===== config.mk =====
export PLATFORM = sky130hd
export DESIGN_NAME = bram_arbiter
export DESIGN_NICKNAME = d
export VERILOG_FILES = /design/src/rtl/bram_arbiter.sv
export SDC_FILE = /design/constraint.sdc
export NUM_CORES = 1
export LEC_CHECK = 0
export BUFFER_PORTS_ARGS = -buffer_cell sky130_fd_sc_hd__buf_4
export CORE_AREA = 3 3 120 122
export DETAILED_ROUTE_END_ITERATION = 10
export DIE_AREA = 0 0 123 125
export SETUP_SLACK_MARGIN = 0.5
export SLEW_MARGIN = 20
export SYNTH_ARGS = -nofsm -noshare
export SYNTH_HDL_FRONTEND = slang
export SYNTH_SLANG_ARGS = --single-unit

===== constraint.sdc =====
create_clock -name clk -period 1.7 [get_ports clk]
set_clock_uncertainty 0.05 [all_clocks]
set_input_delay 0.34 -clock clk [delete_from_list [all_inputs] [get_ports clk]]
set_output_delay 0.34 -clock clk [all_outputs]
set_load 0.005 [all_outputs]

===== src/rtl/bram_arbiter.sv =====
// Round-robin arbiter sharing one single-port 32-bit BRAM between two requesters.
// Out-of-range word addresses are answered with an error ack and never reach the BRAM.
module bram_arbiter #(
    parameter int unsigned SIZE = 1024,
    parameter int unsigned AW   = $clog2(SIZE)
) (
    input  logic        clk,
    input  logic        reset_n_i,

    input  logic        p0_req_i,
    input  logic        p0_we_i,
    input  logic [3:0]  p0_mask_i,
    input  logic [31:0] p0_addr_i,
    input  logic [31:0] p0_wdata_i,
    output logic        p0_ack_o,
    output logic        p0_err_o,
    output logic [31:0] p0_rdata_o,

    input  logic        p1_req_i,
    input  logic        p1_we_i,
    input  logic [3:0]  p1_mask_i,
    input  logic [31:0] p1_addr_i,
    input  logic [31:0] p1_wdata_i,
    output logic        p1_ack_o,
    output logic        p1_err_o,
    output logic [31:0] p1_rdata_o,

    output logic        bram_sel_o,
    output logic        bram_wr_en_o,
    output logic [3:0]  bram_wr_mask_o,
    output logic [31:0] bram_addr_o,
    output logic [31:0] bram_wdata_o,
    input  logic [31:0] bram_rdata_i
);

    localparam logic [31:0] LIMIT = 32'(SIZE);

    typedef enum logic [1:0] {
        S_IDLE   = 2'd0,
        S_ACCESS = 2'd1,
        S_RESP   = 2'd2
    } state_e;

    state_e state_q, state_d;
    logic   grant_q, grant_d;
    logic   last_q,  last_d;
    logic   we_q,    we_d;
    logic   err_q,   err_d;

    logic        elig0, elig1, any_elig, pick;
    logic        pick_we;
    logic [31:0] pick_addr;
    logic        pick_oor;

    logic [3:0]  g_mask;
    logic [31:0] g_addr;
    logic [31:0] g_wdata;

    // The port being acknowledged this cycle is masked so the other port gets a turn.
    always_comb begin
        elig0    = p0_req_i && !(state_q == S_RESP && grant_q == 1'b0);
        elig1    = p1_req_i && !(state_q == S_RESP && grant_q == 1'b1);
        any_elig = elig0 || elig1;
        if (elig0 && elig1) begin
            pick = ~last_q;
        end else if (elig0) begin
            pick = 1'b0;
        end else begin
            pick = 1'b1;
        end
        pick_we   = pick ? p1_we_i   : p0_we_i;
        pick_addr = pick ? p1_addr_i : p0_addr_i;
        pick_oor  = (pick_addr >= LIMIT);
    end

    always_comb begin
        state_d = state_q;
        grant_d = grant_q;
        last_d  = last_q;
        we_d    = we_q;
        err_d   = err_q;
        case (state_q)
            S_IDLE, S_RESP: begin
                state_d = S_IDLE;
                if (any_elig) begin
                    grant_d = pick;
                    last_d  = pick;
                    we_d    = pick_we;
                    err_d   = pick_oor;
                    state_d = pick_oor ? S_RESP : S_ACCESS;
                end
            end
            S_ACCESS: begin
                state_d = S_RESP;
            end
            default: begin
                state_d = S_IDLE;
            end
        endcase
    end

    always_ff @(posedge clk or negedge reset_n_i) begin
        if (!reset_n_i) begin
            state_q <= S_IDLE;
            grant_q <= 1'b0;
            last_q  <= 1'b1;
            we_q    <= 1'b0;
            err_q   <= 1'b0;
        end else begin
            state_q <= state_d;
            grant_q <= grant_d;
            last_q  <= last_d;
            we_q    <= we_d;
            err_q   <= err_d;
        end
    end

    always_comb begin
        g_mask  = grant_q ? p1_mask_i  : p0_mask_i;
        g_addr  = grant_q ? p1_addr_i  : p0_addr_i;
        g_wdata = grant_q ? p1_wdata_i : p0_wdata_i;
    end

    always_comb begin
        bram_sel_o     = 1'b0;
        bram_wr_en_o   = 1'b0;
        bram_wr_mask_o = '0;
        bram_addr_o    = '0;
        bram_wdata_o   = '0;
        if (state_q == S_ACCESS) begin
            bram_sel_o     = 1'b1;
            bram_wr_en_o   = we_q;
            bram_wr_mask_o = we_q ? g_mask : 4'b0000;
            bram_addr_o    = 32'(g_addr[AW-1:0]);
            bram_wdata_o   = g_wdata;
        end
    end

    always_comb begin
        p0_ack_o   = 1'b0;
        p0_err_o   = 1'b0;
        p0_rdata_o = '0;
        p1_ack_o   = 1'b0;
        p1_err_o   = 1'b0;
        p1_rdata_o = '0;
        if (state_q == S_RESP) begin
            if (grant_q == 1'b0) begin
                p0_ack_o   = 1'b1;
                p0_err_o   = err_q;
                p0_rdata_o = (!we_q && !err_q) ? bram_rdata_i : '0;
            end else begin
                p1_ack_o   = 1'b1;
                p1_err_o   = err_q;
                p1_rdata_o = (!we_q && !err_q) ? bram_rdata_i : '0;
            end
        end
    end

endmodule


Yosys cells after proc, flatten, opt, wreduce, memory -nomap -nowiden
Cells that the tools add are included.
W data, S select, Z words.
- bitwise operators: 2
- reduce and logical (&&, ||, !) cells: 14
- equality and inequality tests: 2
- mux-type cells: 29
- $lt $le $gt $ge: 1
- operator list (cell ; number):
    $mux W32 ; 8
    $ge A32 B11 Y1 const B ; 1
    $mux W10 ; 2
    $mux W1 ; 13
    $mux W4 ; 3
    $logic_and A1 B1 Y1 ; 6
    $logic_not A1 Y1 ; 4
    $mux W2 ; 2
    $pmux W2 S2 ; 1
    $eq A2 B1 Y1 const B ; 1
    $eq A2 B2 Y1 const B ; 1
    $logic_not A2 Y1 ; 1
    $not A1 Y1 ; 2
    $reduce_and A2 Y1 ; 1
    $reduce_or A2 Y1 ; 1
    $logic_or A1 B1 Y1 ; 1
- logic and storage cells: 53
- register bits: 6
- bits of input ports: 174
- output and inout port bits: 138

Depth between registers and ports, before layout
- word-level depth: 11
- depth in mapped cells: 6
- depth with buffers taken out: 4

Worst setup path after synthesis
Ideal clock, no wire load.
- path kind: register to register
- start: register grant_q
- end: register we_q
- period minus slack after synthesis: 1.689 ns
- arrival time: 1.515 ns
- buffers on the path: 2
- stages on the path, launching flop included: 7
- path slack: 0.011 ns
- data required time: 1.525 ns
- setup time: 0.125 ns
- cells stage by stage: dfrtp_1 -> buf_2 -> and3b_1 -> buf_4 -> o221ai_2 -> mux2_1 -> mux2_2
- word-level cells in the longest chain between the ends: 7
- elaborated cells between the ends (all ways): 13
- those cells by class: mux: 3; bitwise: 1; reduce/logical: 9
- RTL lines (item ; line ; source):
    start: declaration ; 45 ; logic grant_q, grant_d;
    start signal: assignment ; 111 ; grant_q <= grant_d;
    $not A1 Y1 ; -- ;
    $logic_and A1 B1 Y1 ; 61 ; elig0 = p0_req_i && !(state_q == S_RESP && grant_q == 1'b0);
    $logic_not A1 Y1 ; 61 ;
    $logic_and A1 B1 Y1 ; 61 ;
    $mux W1 / $logic_and A1 B1 Y1 (equally long branches) ; 66, 64 ;
    $mux W1 ; 64 ; if (elig0 && elig1) begin
    $mux W1 ; 71 ; pick_we = pick ? p1_we_i : p0_we_i;
    end signal: assignment ; 113 ; we_q <= we_d;
    end: declaration ; 47 ; logic we_q, we_d;
Several ways; a longest one is shown, not always the timed one.
A chain may end at the register's enable or synchronous reset.

Final worst setup path
- start: register grant_q
- end: output port p0_rdata_o[8]
- word-level cells in the longest chain between the ends: 2
- RTL lines (item ; line ; source):
    $mux W32 ; 147 ; if (grant_q == 1'b0) begin
    $mux W32 ; 146 ; if (state_q == S_RESP) begin
    end: declaration ; 17 ; output logic [31:0] p0_rdata_o,
No other way between the ends.

==> reports/metrics.yaml <==
outcome:
  status: "finished with violations"
  violations: "setup timing"
drt:
  route.detailed.drc: 0
  drtIter0Drc: 87
  routed-via-count: 3087
  ant_nets: 0
  firstDrtPassIters: 4
  post_drt_wl_per_cell_um: 16.3
  routed_via_density: 4.16
  wl_um: 12100
hold_path:
  hp-class: "input pin to async pin"
final_layout:
  area_growth_pct: 219
  num-fill-cells: 1285
  drive_gt1_share_pct: 76.0
  final_common_cell: "buf_4"
  fin_area_sq_um: 5530
  n_antenna_cell: 0
  final_net_count: 741
  final_cell_mix: "buf_4 (265), and3_1 (63), buf_6 (46)"
floorplanning:
  die_x_um: 123
  start_util_pct: 13.1
  core_sq_um: 13300
  die_h_um: 125
  die-area_sq_um: 15400
  ios: 312
  rows: 42
cts:
  path_clk_slew_ps: 40
  htreeDepth: 1
  root_buffer: "clkbuf_16"
  clock_sinks: 6
  cts.path.max_buffers: 2
  clk_latency_ps: 230
  cts_buffers: 3
  cts_tree: "built"
power:
  ir_drop_v: 0.000434
  p_per_area_nw_per_um2: 770
  p_leak_nw: 2.93
  switching_share_pct: 38.6
  power_frac_clock_pct: 9.3
  power_frac_seq_pct: 6.7
  switching_power_w: 0.00164
  p_int_w: 0.00262
  comb_power_share_pct: 84.0
synthesis:
  synthCells: 252
  synthTopCellsByArea: "mux2i_1 (27%), and3_1 (23%), nor2_1 (11%)"
  syn_area_sq_um: 1740
  seq_area_frac_synth_pct: 8.72
  yosysTopAreaCell: "mux2i_1"
  postSynthAreaPerCell_sq_um: 6.89
  synth.distinct_cells: 25
  synth_top_area_share_pct: 26.5
  ys_warn_count: 0
  synth-seq-cells: 6
timing:
  finalCritPeriodShare_pct: 110
  layout_setup_ws_ps: -169
  period_minus_slack_ps: 1870
  setup_viol: 115
  hold_viol: 0
  finalMaxSlewViolations: 0
  rsz0062_at_grt: "true"
  fmaxAchievable_mhz: 535
  fin_hold_ws_ps: 401
worst_setup_path:
  crit_arrival_ps: 1480
  criticalPathCategory: "flop to output pin"
  setup.worst_path.end_class: "output pin"
  reg2regPathDepth: 6
  required_ps: 1310
  startpoint_type: "flop"
  path_max_fanout: 8
place:
  placed_area_sq_um: 4140
  place_congestion: 0.809
  dp_hpwl_um: 8150
  portBuffers: 289
global_route:
  grt_pass1_vias: 3054
  overflow: 0
  grt_pass1_wl_um: 15300
  antenna_found_initial: 0
  grt_max_degree: 65
  grtUsageTotal_pct: 12.4
flow_run:
  drv_cap: 0
## worst max-delay path: stages (launching register included)
cell and delay, ps:
dfrtp_2 430, nand2b_4 160, nor2_4 120, buf_12 130
clkbuf_16 140, and3_1 150, buf_4 110
## through the flow
stage / power, W / utilization, % / worst slack (ps) / cells / TNS (ps)
after global routing: 0.00449 / 41.6 / -214 / 742 / -18760
after floorplan: 0.00158 / - / 55.8 / 273 / 0
final: 0.00426 / 41.6 / -169 / 742 / -13520
after CTS: 0.00319 / 36.2 / -174 / 729 / -14360
after global placement: 0.00235 / 31.1 / 64.1 / 702 / 0
after detailed placement: 0.00240 / 31.1 / 22.9 / 702 / 0
## final cells by class
cell class / instances / area [sq um] / area share (%)
timing repair buffer: 335 / 3060 / 55.3
tap: 176 / 220 / 3.98
multi-input combinational: 219 / 2010 / 36.3
clock buffer: 4 / 78.8 / 1.42
sequential: 6 / 154 / 2.78
inverter: 2 / 15.0 / 0.271
## flip-flops by register name, indices dropped and copies added, names as in the netlist
| name | count |
|---|---|
| state_q | 2 |
| err_q | 1 |
| grant_q | 1 |
| last_q | 1 |
| we_q | 1 |
## power groups by stage
| stage | sequential, W | combinational (W) | clock [W] |
|---|---|---|---|
| finish | 0.000286 | 0.00358 | 0.000395 |
| global route | 0.000298 | 0.00378 | 0.000413 |
| CTS | 0.000278 | 0.00251 | 0.000403 |
| detailed placement | 0.000279 | 0.00212 | 0 |
| global placement | 0.000274 | 0.00208 | 0 |
| floorplan | 0.000241 | 0.00134 | 0 |
## synthesized netlist by cell type, drive strengths merged
master  number
o31ai        3
o221ai       1
dfstp        1
buf         29
and2         2
or3          1
inv          2
nor3b        1
nand2b       3
nor4        10
and3b        1
mux2         4
nand4        2
nor2        51
a21oi        1
nor3         2
and3        64
clkbuf      17
o21a         1
nand2        4
dfrtp        5
mux2i       46
conb         1
## final timing paths
kind / endpoint / slack (ps) / start
min reg2reg: last_q$_DFFE_PN1P_ / 580 / last_q$_DFFE_PN1P_
max in group asynchronous: last_q$_DFFE_PN1P_ / 990 / reset_n_i
min in group clk: we_q$_DFFE_PN0P_ / 420 / p1_we_i
max reg2reg: we_q$_DFFE_PN0P_ / -80 / state_q[1]$_DFF_PN0_
max: p0_rdata_o[8] / -170 / grant_q$_DFFE_PN0P_
min: we_q$_DFFE_PN0P_ / 400 / reset_n_i
## metal layers
metal | part of all wire [%] | global-route usage [%] | vias to the layer above
met3 | 7.0 | 1.76 | 4
met2 | 57 | 25.0 | 162
met1 | 35 | 13.5 | 1441
met4 | 0.52 | 2.21 | 0
met5 | 0 | 0 | -
li1 | - | - | 1480
## cells by family after synthesis
| group | after synthesis | synth area share [%] |
|---|---|---|
| simple gates | 141 | 43.3 |
| mux | 50 | 29.1 |
| buf+inv | 48 | 15.8 |
| compound gates | 6 | 2.88 |
| flops | 6 | 8.72 |
| other cells | 1 | 0.216 |
## what timing repair did
| action | 4_1_cts | 5_1_grt |
|---|---|---|
| pin swaps | 11 | 24 |
| setup buffers | 15 | 8 |
| endpoints found under the setup margin | 122 | 122 |
| resized for setup | 65 | 120 |
| cloned | 7 | 5 |
| hold endpoints to repair | 5 | 0 |
| hold buffers | 1 | 0 |
Power figures use the tool's default switching activity.
